===== src/rtl/alu_pkg.sv =====
// rtl/alu_pkg.sv - shared types and constants for the alu_mdu execute-stage unit
package alu_pkg;

    localparam int FUNC_W   = 4;
    localparam int NUM_FUNC = 11;

    // Function codes; values 11..15 are unassigned and execute as add
    typedef enum logic [FUNC_W-1:0] {
        F_ADD  = 4'd0,
        F_SUB  = 4'd1,
        F_SLT  = 4'd2,
        F_EQ   = 4'd3,
        F_NE   = 4'd4,
        F_AND  = 4'd5,
        F_OR   = 4'd6,
        F_XOR  = 4'd7,
        F_SLTU = 4'd8,
        F_MULU = 4'd9,
        F_DIVU = 4'd10
    } alu_func_e;

    typedef enum logic [1:0] {
        ST_IDLE = 2'd0,
        ST_MUL  = 2'd1,
        ST_DIV  = 2'd2,
        ST_DONE = 2'd3
    } alu_state_e;

endpackage


===== src/rtl/alu_seq_core.sv =====
// rtl/alu_seq_core.sv - shared shift/accumulate datapath for iterative mulu and divu
module alu_seq_core #(
    parameter int WIDTH = 32,
    parameter int CNT_W = $clog2(WIDTH + 1)
) (
    input  logic             clk,
    input  logic             rst_n,
    input  logic             i_start,
    input  logic             i_div,
    input  logic [WIDTH-1:0] i_a,
    input  logic [WIDTH-1:0] i_b,
    output logic             o_done,
    output logic [WIDTH-1:0] o_hi_next,
    output logic [WIDTH-1:0] o_lo_next
);

    // r_hi: accumulator (mul) / partial remainder (div)
    // r_lo: multiplier being shifted out (mul) / dividend shifting into quotient (div)
    // r_op: multiplicand (mul) / divisor (div)
    logic [WIDTH-1:0] r_hi;
    logic [WIDTH-1:0] r_lo;
    logic [WIDTH-1:0] r_op;
    logic [CNT_W-1:0] r_cnt;
    logic             r_div;

    logic [WIDTH:0]   w_sum;
    logic [WIDTH:0]   w_part;
    logic [WIDTH:0]   w_rem_sh;
    logic [WIDTH-1:0] w_rem_sub;
    logic             w_ge;
    logic [WIDTH-1:0] w_hi_next;
    logic [WIDTH-1:0] w_lo_next;

    // One radix-2 step of either shift-add multiply or restoring divide
    always_comb begin
        w_sum     = {1'b0, r_hi} + {1'b0, r_op};
        w_part    = r_lo[0] ? w_sum : {1'b0, r_hi};
        w_rem_sh  = {r_hi, r_lo[WIDTH-1]};
        w_ge      = (w_rem_sh >= {1'b0, r_op});
        // When w_ge holds the difference is below 2^WIDTH, so the low bits suffice
        w_rem_sub = w_rem_sh[WIDTH-1:0] - r_op;
        w_hi_next = r_hi;
        w_lo_next = r_lo;
        if (r_div) begin
            w_hi_next = w_ge ? w_rem_sub : w_rem_sh[WIDTH-1:0];
            w_lo_next = {r_lo[WIDTH-2:0], w_ge};
        end else begin
            w_hi_next = w_part[WIDTH:1];
            w_lo_next = {w_part[0], r_lo[WIDTH-1:1]};
        end
    end

    // Load operands on start, then iterate until the counter drains
    always_ff @(posedge clk or negedge rst_n) begin
        if (!rst_n) begin
            r_hi  <= '0;
            r_lo  <= '0;
            r_op  <= '0;
            r_cnt <= '0;
            r_div <= 1'b0;
        end else if (i_start) begin
            r_hi  <= '0;
            r_lo  <= i_div ? i_a : i_b;
            r_op  <= i_div ? i_b : i_a;
            r_cnt <= CNT_W'(WIDTH);
            r_div <= i_div;
        end else if (r_cnt != '0) begin
            r_hi  <= w_hi_next;
            r_lo  <= w_lo_next;
            r_cnt <= r_cnt - CNT_W'(1);
        end
    end

    // Done flags the final iteration; the owner captures the *_next values that cycle
    assign o_done    = (r_cnt == CNT_W'(1));
    assign o_hi_next = w_hi_next;
    assign o_lo_next = w_lo_next;

endmodule


===== src/rtl/alu_mdu.sv =====
// rtl/alu_mdu.sv - handshaked ALU with iterative unsigned multiply and divide
module alu_mdu
    import alu_pkg::*;
#(
    parameter int WIDTH = 32,
    parameter int CNT_W = $clog2(WIDTH + 1)
) (
    input  logic              clk,
    input  logic              rst_n,
    input  logic              in_valid,
    output logic              in_ready,
    input  logic [WIDTH-1:0]  a,
    input  logic [WIDTH-1:0]  b,
    input  logic [FUNC_W-1:0] func,
    output logic              out_valid,
    input  logic              out_ready,
    output logic [WIDTH-1:0]  res,
    output logic [WIDTH-1:0]  hi,
    output logic              carry,
    output logic              zero,
    output logic              div_zero
);

    alu_state_e       r_state;
    alu_state_e       w_state_next;
    logic [WIDTH-1:0] r_res;
    logic [WIDTH-1:0] r_hi;
    logic             r_carry;
    logic             r_div_zero;
    logic             r_dz_pend;

    alu_func_e        w_func;
    logic [WIDTH:0]   w_sum;
    logic [WIDTH:0]   w_diff;
    logic [WIDTH-1:0] w_sc_res;
    logic             w_sc_carry;
    logic             w_core_start;
    logic             w_core_div;
    logic             w_load_single;
    logic             w_load_seq;
    logic             w_core_done;
    logic [WIDTH-1:0] w_core_hi;
    logic [WIDTH-1:0] w_core_lo;

    assign w_func = alu_func_e'(func);
    assign w_sum  = {1'b0, a} + {1'b0, b};
    assign w_diff = {1'b0, a} - {1'b0, b};

    // Single-cycle function unit; carry is bit WIDTH of the extended add/sub
    always_comb begin
        w_sc_res   = w_sum[WIDTH-1:0];
        w_sc_carry = w_sum[WIDTH];
        case (w_func)
            F_SUB: begin
                w_sc_res   = w_diff[WIDTH-1:0];
                w_sc_carry = w_diff[WIDTH];
            end
            F_SLT:  begin w_sc_res = {{(WIDTH-1){1'b0}}, ($signed(a) < $signed(b))}; w_sc_carry = 1'b0; end
            F_EQ:   begin w_sc_res = {{(WIDTH-1){1'b0}}, (a == b)}; w_sc_carry = 1'b0; end
            F_NE:   begin w_sc_res = {{(WIDTH-1){1'b0}}, (a != b)}; w_sc_carry = 1'b0; end
            F_AND:  begin w_sc_res = a & b; w_sc_carry = 1'b0; end
            F_OR:   begin w_sc_res = a | b; w_sc_carry = 1'b0; end
            F_XOR:  begin w_sc_res = a ^ b; w_sc_carry = 1'b0; end
            F_SLTU: begin w_sc_res = {{(WIDTH-1){1'b0}}, (a < b)}; w_sc_carry = 1'b0; end
            default: begin
                w_sc_res   = w_sum[WIDTH-1:0];
                w_sc_carry = w_sum[WIDTH];
            end
        endcase
    end

    // Next-state and load strobes; inputs only matter while IDLE
    always_comb begin
        w_state_next  = r_state;
        w_core_start  = 1'b0;
        w_core_div    = 1'b0;
        w_load_single = 1'b0;
        w_load_seq    = 1'b0;
        case (r_state)
            ST_IDLE: begin
                if (in_valid) begin
                    if (w_func == F_MULU) begin
                        w_core_start = 1'b1;
                        w_state_next = ST_MUL;
                    end else if (w_func == F_DIVU) begin
                        w_core_start = 1'b1;
                        w_core_div   = 1'b1;
                        w_state_next = ST_DIV;
                    end else begin
                        w_load_single = 1'b1;
                        w_state_next  = ST_DONE;
                    end
                end
            end
            ST_MUL, ST_DIV: begin
                if (w_core_done) begin
                    w_load_seq   = 1'b1;
                    w_state_next = ST_DONE;
                end
            end
            ST_DONE: begin
                if (out_ready) begin
                    w_state_next = ST_IDLE;
                end
            end
            default: w_state_next = ST_IDLE;
        endcase
    end

    // State register
    always_ff @(posedge clk or negedge rst_n) begin
        if (!rst_n) begin
            r_state <= ST_IDLE;
        end else begin
            r_state <= w_state_next;
        end
    end

    // Result registers; held untouched through DONE so back-pressure sees stable outputs
    always_ff @(posedge clk or negedge rst_n) begin
        if (!rst_n) begin
            r_res      <= '0;
            r_hi       <= '0;
            r_carry    <= 1'b0;
            r_div_zero <= 1'b0;
            r_dz_pend  <= 1'b0;
        end else if (w_load_single) begin
            r_res      <= w_sc_res;
            r_hi       <= '0;
            r_carry    <= w_sc_carry;
            r_div_zero <= 1'b0;
        end else if (w_core_start) begin
            r_dz_pend  <= w_core_div && (b == '0);
        end else if (w_load_seq) begin
            r_res      <= w_core_lo;
            r_hi       <= w_core_hi;
            r_carry    <= 1'b0;
            r_div_zero <= r_dz_pend;
        end
    end

    alu_seq_core #(
        .WIDTH (WIDTH),
        .CNT_W (CNT_W)
    ) u_seq_core (
        .clk       (clk),
        .rst_n     (rst_n),
        .i_start   (w_core_start),
        .i_div     (w_core_div),
        .i_a       (a),
        .i_b       (b),
        .o_done    (w_core_done),
        .o_hi_next (w_core_hi),
        .o_lo_next (w_core_lo)
    );

    assign in_ready  = (r_state == ST_IDLE);
    assign out_valid = (r_state == ST_DONE);
    assign res       = r_res;
    assign hi        = r_hi;
    assign carry     = r_carry;
    assign zero      = (r_res == '0) && !r_carry;
    assign div_zero  = r_div_zero;

endmodule


===== config.mk =====
export PLATFORM = sky130hd
export DESIGN_NAME = alu_mdu
export DESIGN_NICKNAME = d
export VERILOG_FILES = /design/src/rtl/alu_pkg.sv /design/src/rtl/alu_seq_core.sv /design/src/rtl/alu_mdu.sv
export SDC_FILE = /design/constraint.sdc
export NUM_CORES = 1
export LEC_CHECK = 0
export CORE_MARGIN = 2
export CORE_UTILIZATION = 38
export DETAILED_ROUTE_END_ITERATION = 7
export DONT_BUFFER_PORTS = 1
export GPL_TIMING_DRIVEN = 1
export PLACE_DENSITY = 0.61
export SETUP_SLACK_MARGIN = 0.02
export SLEW_MARGIN = 20
export SYNTH_ARGS = -nofsm -noshare
export SYNTH_HDL_FRONTEND = slang
export SYNTH_SLANG_ARGS = --single-unit

===== constraint.sdc =====
create_clock -name clk -period 3.7 [get_ports clk]
set_input_delay 0.37 -clock clk [delete_from_list [all_inputs] [get_ports clk]]
set_output_delay 0.37 -clock clk [all_outputs]
set_load 0.01 [all_outputs]

==> results of run 1 <==
[timing repair]
| action | CTS | global route |
|---|---|---|
| endpoints found under the hold margin | 172 | 172 |
| setup endpoints to repair | 0 | 8 |
| gates resized for setup | 0 | 2 |
[power breakdown]
part | internal [mW] | switching (mW) | leakage, nW
Clock | 1.11 | 0.858 | 0.298
Combinational | 4.73 | 6.81 | 5.90
Sequential | 2.79 | 1.32 | 2.05
[area by class of cell]
cell class	count	area share [%]
clock buffers	20	2.44
clock inverters	11	0.828
inverters	162	3.24
multi-input cells	1768	63.2
flip-flops and latches	172	23.0
well taps	600	4.00
repair buffers	77	3.28
[critical path: cells and delay by family (launching register included)]
kind	cells	cell delay [ns]
AOI/OAI and AO/OA	7	1.93
adders and majority gates	2	0.57
buffers and inverters	2	0.15
DFF	1	0.46
and+or+nand+nor	3	0.30
[flip-flops by register name, indices dropped and copies added, names as in the netlist]
signal / flops
carry: 1
r_state: 2
u_seq_core.r_div: 1
u_seq_core.r_lo: 32
u_seq_core.r_hi: 32
r_dz_pend: 1
u_seq_core.r_cnt: 6
div_zero: 1
res: 32
hi: 32
u_seq_core.r_op: 32
[cell families (layout without fill, tap and decap cells)]
family,Yosys count,after routing
flops,172,172
buf+inv,310,270
mux,44,44
compound gates,861,861
xor+xnor,61,61
simple gates,634,634
fa+ha+maj,168,168
[layout by cell type, fill, tap and decap left out, types with 13 or more instances in the layout]
cell type and count:
a21oi_1 225, nor2b_1 21, o21bai_1 27, inv_1 162, nand4_1 22, nor4_1 25
buf_4 74, o21a_1 15, dfrtp_1 171, clkbuf_16 17, mux2i_1 41, o22ai_1 49
nand2_1 208, a221oi_1 16, xnor2_1 39, nand3_1 47, a22o_1 19, a211oi_1 30
and3_1 13, a32o_1 13, o21ai_0 138, nor3_1 32, a22oi_1 49, nand2b_1 17
a21o_1 48, nor2_1 189, o211ai_1 36, a31oi_1 46, ha_1 164, xor2_1 20
o21ai_1 19
[worst paths after layout]
kind | from | to | slack, ns | depth (start not counted)
min in group clk | a[16] | u_seq_core.r_lo[16] | 0.05 | 2
worst max-delay path | u_seq_core.r_lo[31] | u_seq_core.r_hi[28] | 0.14 | 14
worst max register to register | u_seq_core.r_lo[31] | u_seq_core.r_hi[28] | 0.14 | 14
worst min register to register | r_dz_pend | div_zero | 0.52 | 2
max in group asynchronous | rst_n | u_seq_core.r_div | 3.56 | 0
worst min-delay path | rst_n | hi[11] | -0.39 | 0
[routing by layer]
layer | vias up | routed length [um] | GRT usage, %
met5 | - | 12 | 0
li1 | 8148 | - | -
met1 | 8575 | 29000 | 37.9
met3 | 140 | 6040 | 6.14
met2 | 885 | 30700 | 45.1
met4 | 2 | 2470 | 10.7
[per-stage QoR]
stage	std cells	util, %
floorplan	2250	-
global placement	2779	40.2
detailed placement	2779	40.2
CTS	2810	41.6
global route	2810	41.6
finish	2810	41.6
==> reports/results.ini, run 1 <==
[run_status]
outcome = finished, violations left
violations = hold timing

[clocking]
cts-root-buf = clkbuf_16
htree_levels = 4
cts.clk_slew.worst_paths_ns = 0.07
cts.sinks = 172
numCtsBuffers = 17
clock_path_buffers = 2
post-cts-setup-buffers = 0
cts_tree = built
clock_latency_ns = 0.47

[synthesis]
netlist_area_um2 = 17300
synth_flop_cell = dfrtp_1
synth_top_family_by_area = compound AO/OA/AOI/OAI gates
synth-compound-area-share_pct = 33.2
synth_seq_area_share_pct = 24.9
muxShareOfSynthArea_pct = 2.57
netlist.area_leader.share_pct = 24.9
synth.most_common_cell = a21oi_1
synthCells = 2250
synth_seq_cells = 172
synth_nets = 2490
yosys.area_share.simple_pct = 16.9
synth_adder_area_share_pct = 12.3
synth_warnings = 0
async_reset_ff_share_pct = 100
avgSynthCellArea_um2 = 7.67
yosysTopAreaCell = dfrtp_1
synth_xor_area_share_pct = 3.09
synth_commonest_cells = a21oi_1 (226), nand2_1 (210), nor2_1 (194)
synthTopCellsByArea = dfrtp_1 (25%), ha_1 (12%), a21oi_1 (6.6%)
synth-edff-count = 0
synth_cell_types = 90

[drt]
viasPerCell = 6.32
totalWireLength_mm = 68.3
routedWlPerCell_um = 24.3
antenna_violating_nets_post_route = 0
drc = 0
drt_iter0_markers = 1671
drt_first_pass_iters = 7
num_vias = 17800

[worst_setup_path]
path_cells = inv_1 > ha_1 > inv_1 > fa_1 > a211oi_2 > nor2_1 > o41a_1 > nand2_1 > o211ai_1 > a31oi_1 > nor3b_1 > o31ai_1 > a311o_1 > o22ai_1
cp-start-kind = flop
critPathArrivalTime_ns = 3.88
worstSetupEndpointType = flop
path_class = reg2reg
crit_required_ns = 4.02
crit_fanout = 5
critPathMaxStageDelay_ns = 0.47
cpMostUsedCell = inv_1
worst_path_max_delay_cell = o41a_1

[die]
rows = 78
design.core.area_um2 = 45100
dieArea_um2 = 47200
start_util_pct = 38.3
die-height_um = 217
fp.dieW_um = 217
ios = 141

[timing]
relSlewSlack_pct = 19.3
fin_setup_tns_ns = 0
setup_viol = 0
fin_hold_ws_ns = -0.389
fin_ws_ns = 0.138
max_freq_mhz = 281
tightest_slew_ns = 1.21
finalHoldViolCount = 172
period_needed_ns = 3.56
slew_violations = 0
clock_skew_ns = 0.0211
fin_crit_sh_pct = 96.3
rsz0062_at_grt = no

[power]
leakage_nw = 8.25
p_total_mw = 17.6
powerDensity_nw_per_um2 = 940
ir_worst_vdd_v = 0.000471

[global_route]
grt_pass1_vias = 16800
grt_usage_pct = 28.4
antenna_found_initial = 1
grt_max_degree = 173
overflow = 0
grt_pass1_wl_mm = 103

[placement]
io_buffers = 0
place_area_um2 = 18100
place_ws_ns = 0.0460
place_congestion = 1.00
dp_hpwl_mm = 51.9

[final_layout]
multi_input_area_um2 = 11900
num_antenna_cells = 0
fill_cells = 4673
final_cell_area_um2 = 18700
area_growth_pct = 8.58
post_route_cells_drive_above_1_share_pct = 7.47
ff_latch_area_um2 = 4310
layout.nets = 2438

[worst_hold_path]
hp-class = in2async

[flow_run]
maxCapViolations = 0

Note: power is estimated with default switching activity, not from simulation.
==> inputs of run 2 (changes only) <==
TNS_END_PERCENT = 50   (was unset)
==> results of run 2 <==
Same layout as run 1: the final DEF is identical, and so are final timing and power.
